File: config.mk
export PLATFORM = sky130hd
export DESIGN_NAME = mips_multicycle_controller
export DESIGN_NICKNAME = d
export VERILOG_FILES = /design/src/rtl/mips_multicycle_controller_pkg.sv /design/src/rtl/mips_multicycle_controller_alu_op_decoder.sv /design/src/rtl/mips_multicycle_controller.sv
export SDC_FILE = /design/constraint.sdc
export NUM_CORES = 1
export LEC_CHECK = 0
export ABC_CLOCK_PERIOD_IN_PS = 2300
export CAP_MARGIN = 40
export CORE_UTILIZATION = 45
export CTS_BUF_LIST = sky130_fd_sc_hd__clkbuf_8
export CTS_CLUSTER_SIZE = 8
export DETAILED_ROUTE_END_ITERATION = 10
export PLACE_DENSITY = 0.87
export SLEW_MARGIN = 20
export SYNTH_ARGS = -nofsm -noshare
export SYNTH_HDL_FRONTEND = slang
export SYNTH_SLANG_ARGS = --single-unit
File: constraint.sdc
create_clock -name clk -period 2.3 [get_ports clk]
set_input_delay 0.23 -clock clk [delete_from_list [all_inputs] [get_ports clk]]
set_output_delay 0.23 -clock clk [all_outputs]
set_load 0.02 [all_outputs]
File: src/rtl/mips_multicycle_controller_pkg.sv
// Shared constants for the multi-cycle MIPS controller: opcodes, funct
// codes, FSM states, ALU operation codes and datapath mux encodings.
package mips_multicycle_controller_pkg;

    localparam logic [5:0] OP_RTYPE = 6'b000000;
    localparam logic [5:0] OP_J     = 6'b000010;
    localparam logic [5:0] OP_JAL   = 6'b000011;
    localparam logic [5:0] OP_BEQ   = 6'b000100;
    localparam logic [5:0] OP_BNE   = 6'b000101;
    localparam logic [5:0] OP_JR    = 6'b000110;
    localparam logic [5:0] OP_ADDI  = 6'b001000;
    localparam logic [5:0] OP_SLTI  = 6'b001010;
    localparam logic [5:0] OP_ANDI  = 6'b001100;
    localparam logic [5:0] OP_ORI   = 6'b001101;
    localparam logic [5:0] OP_LW    = 6'b100011;
    localparam logic [5:0] OP_SW    = 6'b101011;

    localparam logic [5:0] F_JR  = 6'b001000;
    localparam logic [5:0] F_ADD = 6'b100000;
    localparam logic [5:0] F_SUB = 6'b100010;
    localparam logic [5:0] F_AND = 6'b100100;
    localparam logic [5:0] F_OR  = 6'b100101;
    localparam logic [5:0] F_SLT = 6'b101010;

    localparam logic [2:0] ALU_AND = 3'b000;
    localparam logic [2:0] ALU_OR  = 3'b001;
    localparam logic [2:0] ALU_ADD = 3'b010;
    localparam logic [2:0] ALU_SUB = 3'b011;
    localparam logic [2:0] ALU_SLT = 3'b111;

    localparam logic [1:0] SRCB_B      = 2'd0;
    localparam logic [1:0] SRCB_FOUR   = 2'd1;
    localparam logic [1:0] SRCB_IMM    = 2'd2;
    localparam logic [1:0] SRCB_IMM_SH = 2'd3;

    localparam logic [1:0] PCS_ALU    = 2'd0;
    localparam logic [1:0] PCS_ALUOUT = 2'd1;
    localparam logic [1:0] PCS_JUMP   = 2'd2;
    localparam logic [1:0] PCS_A      = 2'd3;

    localparam logic [1:0] M2R_ALUOUT = 2'd0;
    localparam logic [1:0] M2R_MDR    = 2'd1;
    localparam logic [1:0] M2R_PC     = 2'd2;

    localparam logic [1:0] RDST_RT = 2'd0;
    localparam logic [1:0] RDST_RD = 2'd1;
    localparam logic [1:0] RDST_RA = 2'd2;

    typedef enum logic [3:0] {
        S_IF, S_ID, S_MADDR, S_MRD, S_MWB, S_MWR, S_REX,
        S_RWB, S_IEX, S_IWB, S_BR, S_JMP, S_JAL, S_JR
    } state_t;

    // What the ALU is being used for in the current state.
    typedef enum logic [2:0] {
        CLS_NONE, CLS_ADD, CLS_SUB, CLS_RTYPE, CLS_IMM, CLS_IWB
    } alu_cls_t;

endpackage

File: src/rtl/mips_multicycle_controller_alu_op_decoder.sv
// ALU operation / zero-extend / illegal-instruction decoder.
// Ports: cls (state class), opc, func in; alu_operation, zero_ext, illegal out.
module alu_op_decoder
    import mips_multicycle_controller_pkg::*;
#(
    parameter int HAS_EXT = 1
) (
    input  alu_cls_t   cls,
    input  logic [5:0] opc,
    input  logic [5:0] func,
    output logic [2:0] alu_operation,
    output logic       zero_ext,
    output logic       illegal
);

    localparam logic EXT = (HAS_EXT != 0);

    logic [2:0] r_op;
    logic [2:0] i_op;
    logic       r_ok;
    logic       logic_imm;

    always_comb begin
        r_ok = 1'b1;
        r_op = ALU_ADD;
        case (func)
            F_AND:   r_op = ALU_AND;
            F_OR:    r_op = ALU_OR;
            F_ADD:   r_op = ALU_ADD;
            F_SUB:   r_op = ALU_SUB;
            F_SLT:   r_op = ALU_SLT;
            F_JR:    r_op = ALU_ADD;
            default: r_ok = 1'b0;
        endcase
    end

    always_comb begin
        i_op      = ALU_ADD;
        logic_imm = 1'b0;
        case (opc)
            OP_SLTI: i_op = ALU_SLT;
            OP_ANDI: begin
                i_op      = ALU_AND;
                logic_imm = EXT;
            end
            OP_ORI: begin
                i_op      = ALU_OR;
                logic_imm = EXT;
            end
            default: ;
        endcase
    end

    always_comb begin
        case (opc)
            OP_RTYPE: illegal = !r_ok;
            OP_J, OP_JAL, OP_BEQ, OP_JR,
            OP_ADDI, OP_SLTI, OP_LW, OP_SW: illegal = 1'b0;
            OP_BNE, OP_ANDI, OP_ORI: illegal = !EXT;
            default: illegal = 1'b1;
        endcase
    end

    always_comb begin
        alu_operation = ALU_AND;
        zero_ext      = 1'b0;
        case (cls)
            CLS_ADD:   alu_operation = ALU_ADD;
            CLS_SUB:   alu_operation = ALU_SUB;
            CLS_RTYPE: alu_operation = r_op;
            CLS_IMM: begin
                alu_operation = i_op;
                zero_ext      = logic_imm;
            end
            // Writeback keeps the immediate extension stable for the regfile.
            CLS_IWB:   zero_ext = logic_imm;
            default: ;
        endcase
    end

endmodule

File: src/rtl/mips_multicycle_controller.sv
// Multi-cycle MIPS control FSM with memory ready handshake and timeout.
// Ports: clk, rst, opc, func, zero, mem_ready in; datapath controls out.
module mips_multicycle_controller
    import mips_multicycle_controller_pkg::*;
#(
    parameter int HAS_EXT     = 1,
    parameter int MEM_TIMEOUT = 0
) (
    input  logic       clk,
    input  logic       rst,
    input  logic [5:0] opc,
    input  logic [5:0] func,
    input  logic       zero,
    input  logic       mem_ready,
    output logic       pc_write,
    output logic       iord,
    output logic       mem_read,
    output logic       mem_write,
    output logic       ir_write,
    output logic [1:0] reg_dst,
    output logic [1:0] mem_to_reg,
    output logic       reg_write,
    output logic       alu_src_a,
    output logic [1:0] alu_src_b,
    output logic [2:0] alu_operation,
    output logic [1:0] pc_source,
    output logic       zero_ext,
    output logic       instr_done,
    output logic       illegal,
    output logic       mem_err
);

    localparam logic TO_EN = (MEM_TIMEOUT != 0);
    localparam int   CW    = TO_EN ? $clog2(MEM_TIMEOUT + 1) : 1;

    state_t        state;
    state_t        nxt;
    alu_cls_t      cls;
    logic [CW-1:0] cnt;
    logic          err_q;
    logic          mem_state;
    logic          tmo;
    logic [2:0]    dec_op;
    logic          dec_ze;
    logic          dec_ill;

    assign mem_state = (state == S_IF) || (state == S_MRD) ||
                       (state == S_MWR);

    // Counter has already absorbed MEM_TIMEOUT waits; another is too many.
    assign tmo = TO_EN && mem_state && !mem_ready &&
                 (cnt == CW'(MEM_TIMEOUT));

    assign mem_err = err_q && !rst;

    always_comb begin
        case (state)
            S_IF, S_ID, S_MADDR: cls = CLS_ADD;
            S_REX:               cls = CLS_RTYPE;
            S_IEX:               cls = CLS_IMM;
            S_IWB:               cls = CLS_IWB;
            S_BR:                cls = CLS_SUB;
            default:             cls = CLS_NONE;
        endcase
    end

    alu_op_decoder #(
        .HAS_EXT(HAS_EXT)
    ) u_dec (
        .cls          (cls),
        .opc          (opc),
        .func         (func),
        .alu_operation(dec_op),
        .zero_ext     (dec_ze),
        .illegal      (dec_ill)
    );

    always_comb begin
        nxt = state;
        unique case (state)
            S_IF:    nxt = mem_ready ? S_ID : S_IF;
            S_ID: begin
                if (dec_ill) begin
                    nxt = S_IF;
                end else if (opc == OP_JR ||
                             (opc == OP_RTYPE && func == F_JR)) begin
                    nxt = S_JR;
                end else begin
                    case (opc)
                        OP_LW, OP_SW:   nxt = S_MADDR;
                        OP_RTYPE:       nxt = S_REX;
                        OP_ADDI, OP_SLTI,
                        OP_ANDI, OP_ORI: nxt = S_IEX;
                        OP_BEQ, OP_BNE: nxt = S_BR;
                        OP_J:           nxt = S_JMP;
                        OP_JAL:         nxt = S_JAL;
                        default:        nxt = S_IF;
                    endcase
                end
            end
            S_MADDR: nxt = (opc == OP_LW) ? S_MRD : S_MWR;
            S_MRD: begin
                if (mem_ready)  nxt = S_MWB;
                else if (tmo)   nxt = S_IF;
            end
            S_MWR: begin
                if (mem_ready || tmo) nxt = S_IF;
            end
            S_REX:   nxt = S_RWB;
            S_IEX:   nxt = S_IWB;
            S_MWB, S_RWB, S_IWB,
            S_BR, S_JMP, S_JAL, S_JR: nxt = S_IF;
            default: nxt = S_IF;
        endcase
    end

    always_ff @(posedge clk) begin
        if (rst) begin
            state <= S_IF;
            cnt   <= '0;
            err_q <= 1'b0;
        end else begin
            state <= nxt;
            if (tmo) err_q <= 1'b1;
            // Stays zero outside a pending access, so each entry starts fresh.
            if (TO_EN && mem_state && !mem_ready && !tmo)
                cnt <= cnt + CW'(1);
            else
                cnt <= '0;
        end
    end

    always_comb begin
        pc_write      = 1'b0;
        iord          = 1'b0;
        mem_read      = 1'b0;
        mem_write     = 1'b0;
        ir_write      = 1'b0;
        reg_dst       = RDST_RT;
        mem_to_reg    = M2R_ALUOUT;
        reg_write     = 1'b0;
        alu_src_a     = 1'b0;
        alu_src_b     = SRCB_B;
        alu_operation = ALU_AND;
        pc_source     = PCS_ALU;
        zero_ext      = 1'b0;
        instr_done    = 1'b0;
        illegal       = 1'b0;
        if (!rst) begin
            alu_operation = dec_op;
            zero_ext      = dec_ze;
            unique case (state)
                S_IF: begin
                    mem_read  = !tmo;
                    alu_src_b = SRCB_FOUR;
                    ir_write  = mem_ready;
                    pc_write  = mem_ready;
                end
                S_ID: begin
                    alu_src_b  = SRCB_IMM_SH;
                    illegal    = dec_ill;
                    instr_done = dec_ill;
                end
                S_MADDR: begin
                    alu_src_a = 1'b1;
                    alu_src_b = SRCB_IMM;
                end
                S_MRD: begin
                    iord     = 1'b1;
                    mem_read = !tmo;
                end
                S_MWB: begin
                    mem_to_reg = M2R_MDR;
                    reg_write  = 1'b1;
                    instr_done = 1'b1;
                end
                S_MWR: begin
                    iord       = 1'b1;
                    mem_write  = !tmo;
                    instr_done = mem_ready;
                end
                S_REX: alu_src_a = 1'b1;
                S_RWB: begin
                    reg_dst    = RDST_RD;
                    reg_write  = 1'b1;
                    instr_done = 1'b1;
                end
                S_IEX: begin
                    alu_src_a = 1'b1;
                    alu_src_b = SRCB_IMM;
                end
                S_IWB: begin
                    reg_write  = 1'b1;
                    instr_done = 1'b1;
                end
                S_BR: begin
                    alu_src_a  = 1'b1;
                    pc_source  = PCS_ALUOUT;
                    pc_write   = (opc == OP_BNE) ? !zero : zero;
                    instr_done = 1'b1;
                end
                S_JMP: begin
                    pc_source  = PCS_JUMP;
                    pc_write   = 1'b1;
                    instr_done = 1'b1;
                end
                // Regfile captures the already-incremented PC as $31.
                S_JAL: begin
                    reg_dst    = RDST_RA;
                    mem_to_reg = M2R_PC;
                    reg_write  = 1'b1;
                    pc_source  = PCS_JUMP;
                    pc_write   = 1'b1;
                    instr_done = 1'b1;
                end
                S_JR: begin
                    pc_source  = PCS_A;
                    pc_write   = 1'b1;
                    instr_done = 1'b1;
                end
                default: ;
            endcase
        end
    end

endmodule

==> impl_metrics.yaml, run 1 <==
clock_network:
  numCtsBuffers: 3
  clock_path_buffers: 2
  clkLatencyLatePin_ns: 0.22
  cts_setup_buffers: 0
  root_buffer: "clkbuf_8"
  h-tree-depth: 1
  postCtsHoldBufs: 0
  clock-sinks: 4
  clk_pin_slew_ns: 0.03
  cts_tree: "yes"
floorplanning:
  die_w_um: 49.0
  initial_core_util_pct: 49.1
  die_h_um: 49.0
  dieArea_mm2: 0.00240
  design.core.area_mm2: 0.00202
  fp-row-count: 16
  boundaryPins: 38
timing:
  period_share_pct: 96.4
  rsz0062_at_grt: "no"
  finalHoldViolations: 0
  skew_ns: 0.00172
  min_period_ns: 2.22
  fmax_mhz: 451
  drv_slew: 0
  setup_viol: 0
setup_path:
  cp-start-kind: "flip-flop"
  required_ns: 2.07
  critPathSlowestCell: "clkdlybuf4s50_1"
  arrival_ns: 1.99
  cp_max_fo: 18
  cp_cell_sequence: "buf_4 > nand2b_1 > inv_1 > o311a_1 > clkdlybuf4s50_1"
  worst_setup_path_end_kind: "output pin"
  cpPeakStageDelay_ns: 0.53
  critPathKind: "flip-flop to output pin"
detailed_routing:
  vias_per_cell: 6.05
  drt-pass1-iter-count: 4
  vias: 1458
  ant_nets: 0
  drcViolationCount: 0
  wl_per_cell_um: 14.7
  drt-initial-drc-count: 51
  routed_wl_mm: 3.53
pwr:
  peakVddDrop_mv: 0.222
  leakage_nw: 0.678
  cellPowerDensity_mw_per_mm2: 250
  power_mw: 0.401
synth:
  syn_nets: 171
  synthCells: 155
  syn_area_um2: 993
  yosysWarnings: 0
  synth_cell_types: 56
  syn_avg_cell_area_um2: 6.41
  ys.flop_type: "dfxtp_1"
  yosysSeqAreaShare_pct: 8.06
  synth_edf_count: 0
  synthArstFlopShare_pct: 0
  synth_seq_cells: 4
layout:
  post-route-util_pct: 79.5
  n_fill_cell: 154
  reg_top3: "state x4"
  fin_nets: 232
  drive_gt1_share_pct: 24.8
  largest_register_ff_count: 4
  final_area_mm2: 0.00161
  layout_commonest_cell: "buf_4"
  regMostFlops: "state"
  syn2layout_area_growth_pct: 61.8
  layout_common_cells: "35 x buf_4, 29 x clkdlybuf4s50_1, 19 x nor2_1"
  n_antenna_cell: 0
placement:
  gp_congestion: 0.960
  postPlaceCellArea_mm2: 0.00156
  portBuffers: 36
  dp_hpwl_mm: 2.82
global_route:
  grt-ovfl-total: 0
  antenna_found_initial: 0
  grt_pass1_vias: 1376
  grt_max_degree: 19
  grt_pass1_wl_mm: 5.86
  grt.total_usage_pct: 30.7
hold_path:
  hp-class: "flip-flop to flip-flop"
outcome:
  outcome: "finished clean"
run:
  drv_cap: 0
[Yosys cell counts (all sizes together) (3+ instances only)]
cell type / instances / area share [%]
dfxtp: 4 / 8.1
inv: 7 / 2.6
buf: 7 / 5.8
nor4: 3 / 1.9
nor3: 13 / 6.5
and3: 3 / 1.9
o22ai: 3 / 1.9
nor2b: 4 / 2.5
nand2: 10 / 3.8
nor3b: 3 / 2.3
nand2b: 5 / 3.1
o21ai: 10 / 5.0
a21oi: 11 / 5.9
clkbuf: 8 / 3.1
a211oi: 3 / 2.8
nor2: 19 / 7.2
[layer usage]
layer	global-route usage (%)	up-vias	wire length (um)	part of all wire, %
met1	34.3	663	1380	39
met2	57.4	88	1820	52
met4	15.7	0	110	3.1
li1	-	693	-	-
met3	2.18	14	217	6.1
met5	0	-	0	0
[cells by family after synthesis]
logic type             share of synthesized area (%)
buffers and inverters                           11.6
flip-flops                                      8.06
other                                          0.377
multiplexers                                    1.01
AO/OA/AOI/OAI                                   31.1
XOR/XNOR                                        2.65
AND/OR/NAND/NOR                                 45.2
[metrics by stage]
step | TNS (ns) | setup slack (ns) | instances | hold slack (ns)
after floorplan | 0 | 0.214 | 155 | 0.410
after global placement | -0.882 | -0.268 | 238 | 0.731
after detailed placement | -1.25 | -0.325 | 238 | 0.771
after CTS | -0.0167 | -0.0167 | 241 | 0.777
after global routing | 0 | 0.0205 | 241 | 0.750
final | 0 | 0.0837 | 241 | 0.712
[area by class of cell]
type	count	area [um2]	area share, %
Clock buffer	3	41.3	2.57
Inverter	7	26.3	1.63
Multi-Input combinational cell	129	817	50.8
Sequential cell	4	82.6	5.14
Tap cell	27	33.8	2.10
Timing Repair Buffer	71	607	37.7
[power breakdown]
group	switching (mW)	total (mW)	internal, mW
registers	0.00236	0.0735	0.0711
logic	0.0880	0.179	0.0915
clock network	0.0369	0.148	0.112
[what timing repair did]
action	in CTS	in global routing
hold endpoints to repair	0	0
setup endpoints to repair	7	6
cloned	0	0
resized for setup	10	8
[worst max-delay path, delay by kind of cell, from the launching register on]
kind / cells / cell delay [ns]
AOI/OAI and AO/OA: 1 / 0.33
buffers and inverters: 3 / 0.85
DFF: 1 / 0.39
and+or+nand+nor: 1 / 0.18
[final timing paths]
check	startpoint	endpoint	slack, ns	cells after the start
max	state[3]$_SDFFE_PP0P_	alu_src_b[1]	0.08	5
min	state[1]$_SDFFE_PP0P_	state[2]$_SDFFE_PP0P_	0.71	2
max reg2reg	state[0]$_SDFFE_PP0P_	state[3]$_SDFFE_PP0P_	0.34	5
min reg2reg	state[1]$_SDFFE_PP0P_	state[2]$_SDFFE_PP0P_	0.71	2
No activity file was read; power rests on OpenSTA's default activity.
==> run 2, diff against run 1 <==
ABC_CLOCK_PERIOD_IN_PS = 1870   (was 2300)
CORE_UTILIZATION = 41   (was 45)
PLACE_DENSITY = default   (was 0.87)
PLACE_DENSITY_LB_ADDON = 0.08   (was default)
clock period = 1.87 ns   (was 2.3 ns; I/O delays follow)
==> impl_metrics.yaml, run 2 (synthesis gave the netlist of run 1 again) <==
setup_path:
  r2r_start: "state[2]$_SDFFE_PP0P_"
  critPathLaunch: "state[2]$_SDFFE_PP0P_"
  worst_setup_path_end_kind: "flip-flop"
  cp-start-kind: "flip-flop"
  cp-endpoint: "state[3]$_SDFFE_PP0P_"
  critPathKind: "flip-flop to flip-flop"
  cp_max_fo: 6
  reg2reg_slack_ns: -0.06
  regToRegEndpoint: "state[3]$_SDFFE_PP0P_"
  rr_worst_depth: 5
  required_ns: 2.00
  arrival_ns: 2.07
clock_network:
  root_buffer: "clkbuf_8"
  clock-sinks: 4
  clock_path_buffers: 2
  clk_pin_slew_ns: 0.03
  postCtsHoldBufs: 0
  cts_tree: "yes"
  clkLatencyLatePin_ns: 0.22
  h-tree-depth: 1
  numCtsBuffers: 3
outcome:
  outcome: "finished with violations"
  violations: "negative setup slack"
detailed_routing:
  drcViolationCount: 0
  route.met3.wl_um: 309
  drt-initial-drc-count: 62
  dr.max_layer_used: "met4"
  vias: 1569
  wl_per_cell_um: 17.5
  ant_nets: 0
  drt-pass1-iter-count: 4
  routed_wl_mm: 4.57
  vias_per_cell: 6.01
  drt-met1-wl_mm: 1.75
  wl_met2_mm: 2.36
floorplanning:
  fp-row-count: 17
  initial_core_util_pct: 44.1
  die_w_um: 51.2
  design.core.area_mm2: 0.00225
  dieArea_mm2: 0.00262
  boundaryPins: 38
  die_h_um: 51.2
timing:
  finalHoldViolations: 0
  min_period_ns: 1.93
  period_share_pct: 103
  fmax_mhz: 517
  setup_viol: 2
  skew_ns: 0.000407
  setup_ws_ns: -0.0646
  rsz0062_at_grt: "yes"
  drv_slew: 0
layout:
  layout_common_cells: "53 x buf_4, 16 x nor2_1, 15 x dlygate4sd2_1"
  regMostFlops: "state"
  final_area_mm2: 0.00184
  layout_commonest_cell: "buf_4"
  reg_top3: "state x4"
  n_antenna_cell: 0
  syn2layout_area_growth_pct: 85.6
  layoutNonFillerInstCount: 261
  largest_register_ff_count: 4
  drive_gt1_share_pct: 45.1
  fin_nets: 251
placement:
  portBuffers: 36
  dp_hpwl_mm: 3.13
  pre_cts_slack_ns: -0.711
  postPlaceCellArea_mm2: 0.00169
  dp.cells: 256
  gp_congestion: 0.939
pwr:
  cellPowerDensity_mw_per_mm2: 288
  leakage_nw: 0.890
  power_mw: 0.532
  peakVddDrop_mv: 0.227
global_route:
  antenna_found_initial: 0
  grt_pass1_wl_mm: 6.63
  grt.total_usage_pct: 33.9
  grt_pass1_vias: 1472
  grt-ovfl-total: 0
  grt_max_degree: 12
run:
  drv_cap: 0
hold_path:
  hold_start: "opc[4]"
  hp-class: "input pin to flip-flop"
## run 2: critical path: stages, from the launching register on
cell and delay, ns:
dfxtp_2 0.35, or2_1 0.27, buf_6 0.15, or3_2 0.43, or3_4 0.42, a211oi_2 0.21
## run 2: repair_timing
action                                 CTS  global route
setup endpoints to repair               24            17
pin swaps                               11             7
endpoints found under the hold margin    0             0
buffers inserted                         1             1
gates resized for setup                 71            37
## run 2: final cells by class
type                    count  area (um2)
multi-input cells         129         931
repair buffers             90         726
fillers                   162         410
flip-flops and latches      4        85.1
clock buffers               3        41.3
well taps                  28        35.0
inverters                   7        26.3
## run 2: where the power goes
group | total, mW | switching, mW | internal [mW]
clock | 0.193 | 0.0552 | 0.138
combinational | 0.248 | 0.128 | 0.120
sequential | 0.0908 | 0.00306 | 0.0877
## run 2: how the worst min path moves through the flow
stage / cells after the start / to / slack (ns)
floorplan: 2 / state[1]$_SDFFE_PP0P_ / 0.37
global placement: 3 / state[0]$_SDFFE_PP0P_ / 0.72
global route: 4 / state[1]$_SDFFE_PP0P_ / 0.56
finish: 4 / state[1]$_SDFFE_PP0P_ / 0.51
detailed placement: 3 / state[0]$_SDFFE_PP0P_ / 0.72
CTS: 6 / state[0]$_SDFFE_PP0P_ / 0.69
## run 2: through the flow
step / utilization (%) / TNS [ns] / hold slack (ns)
after detailed placement: 75.0 / -5.62 / 0.720
after CTS: 78.2 / -0.207 / 0.686
final: 81.8 / -0.0880 / 0.513
after floorplan: - / 0 / 0.367
after global placement: 75.0 / -4.96 / 0.721
after global routing: 81.8 / -0.130 / 0.559
## run 2: per-layer routing
metal / vias up / global-route usage (%)
met3: 18 / 5.36
met4: 0 / 19.8
met1: 720 / 37.2
met2: 101 / 60.7
met5: - / 0
li1: 730 / -
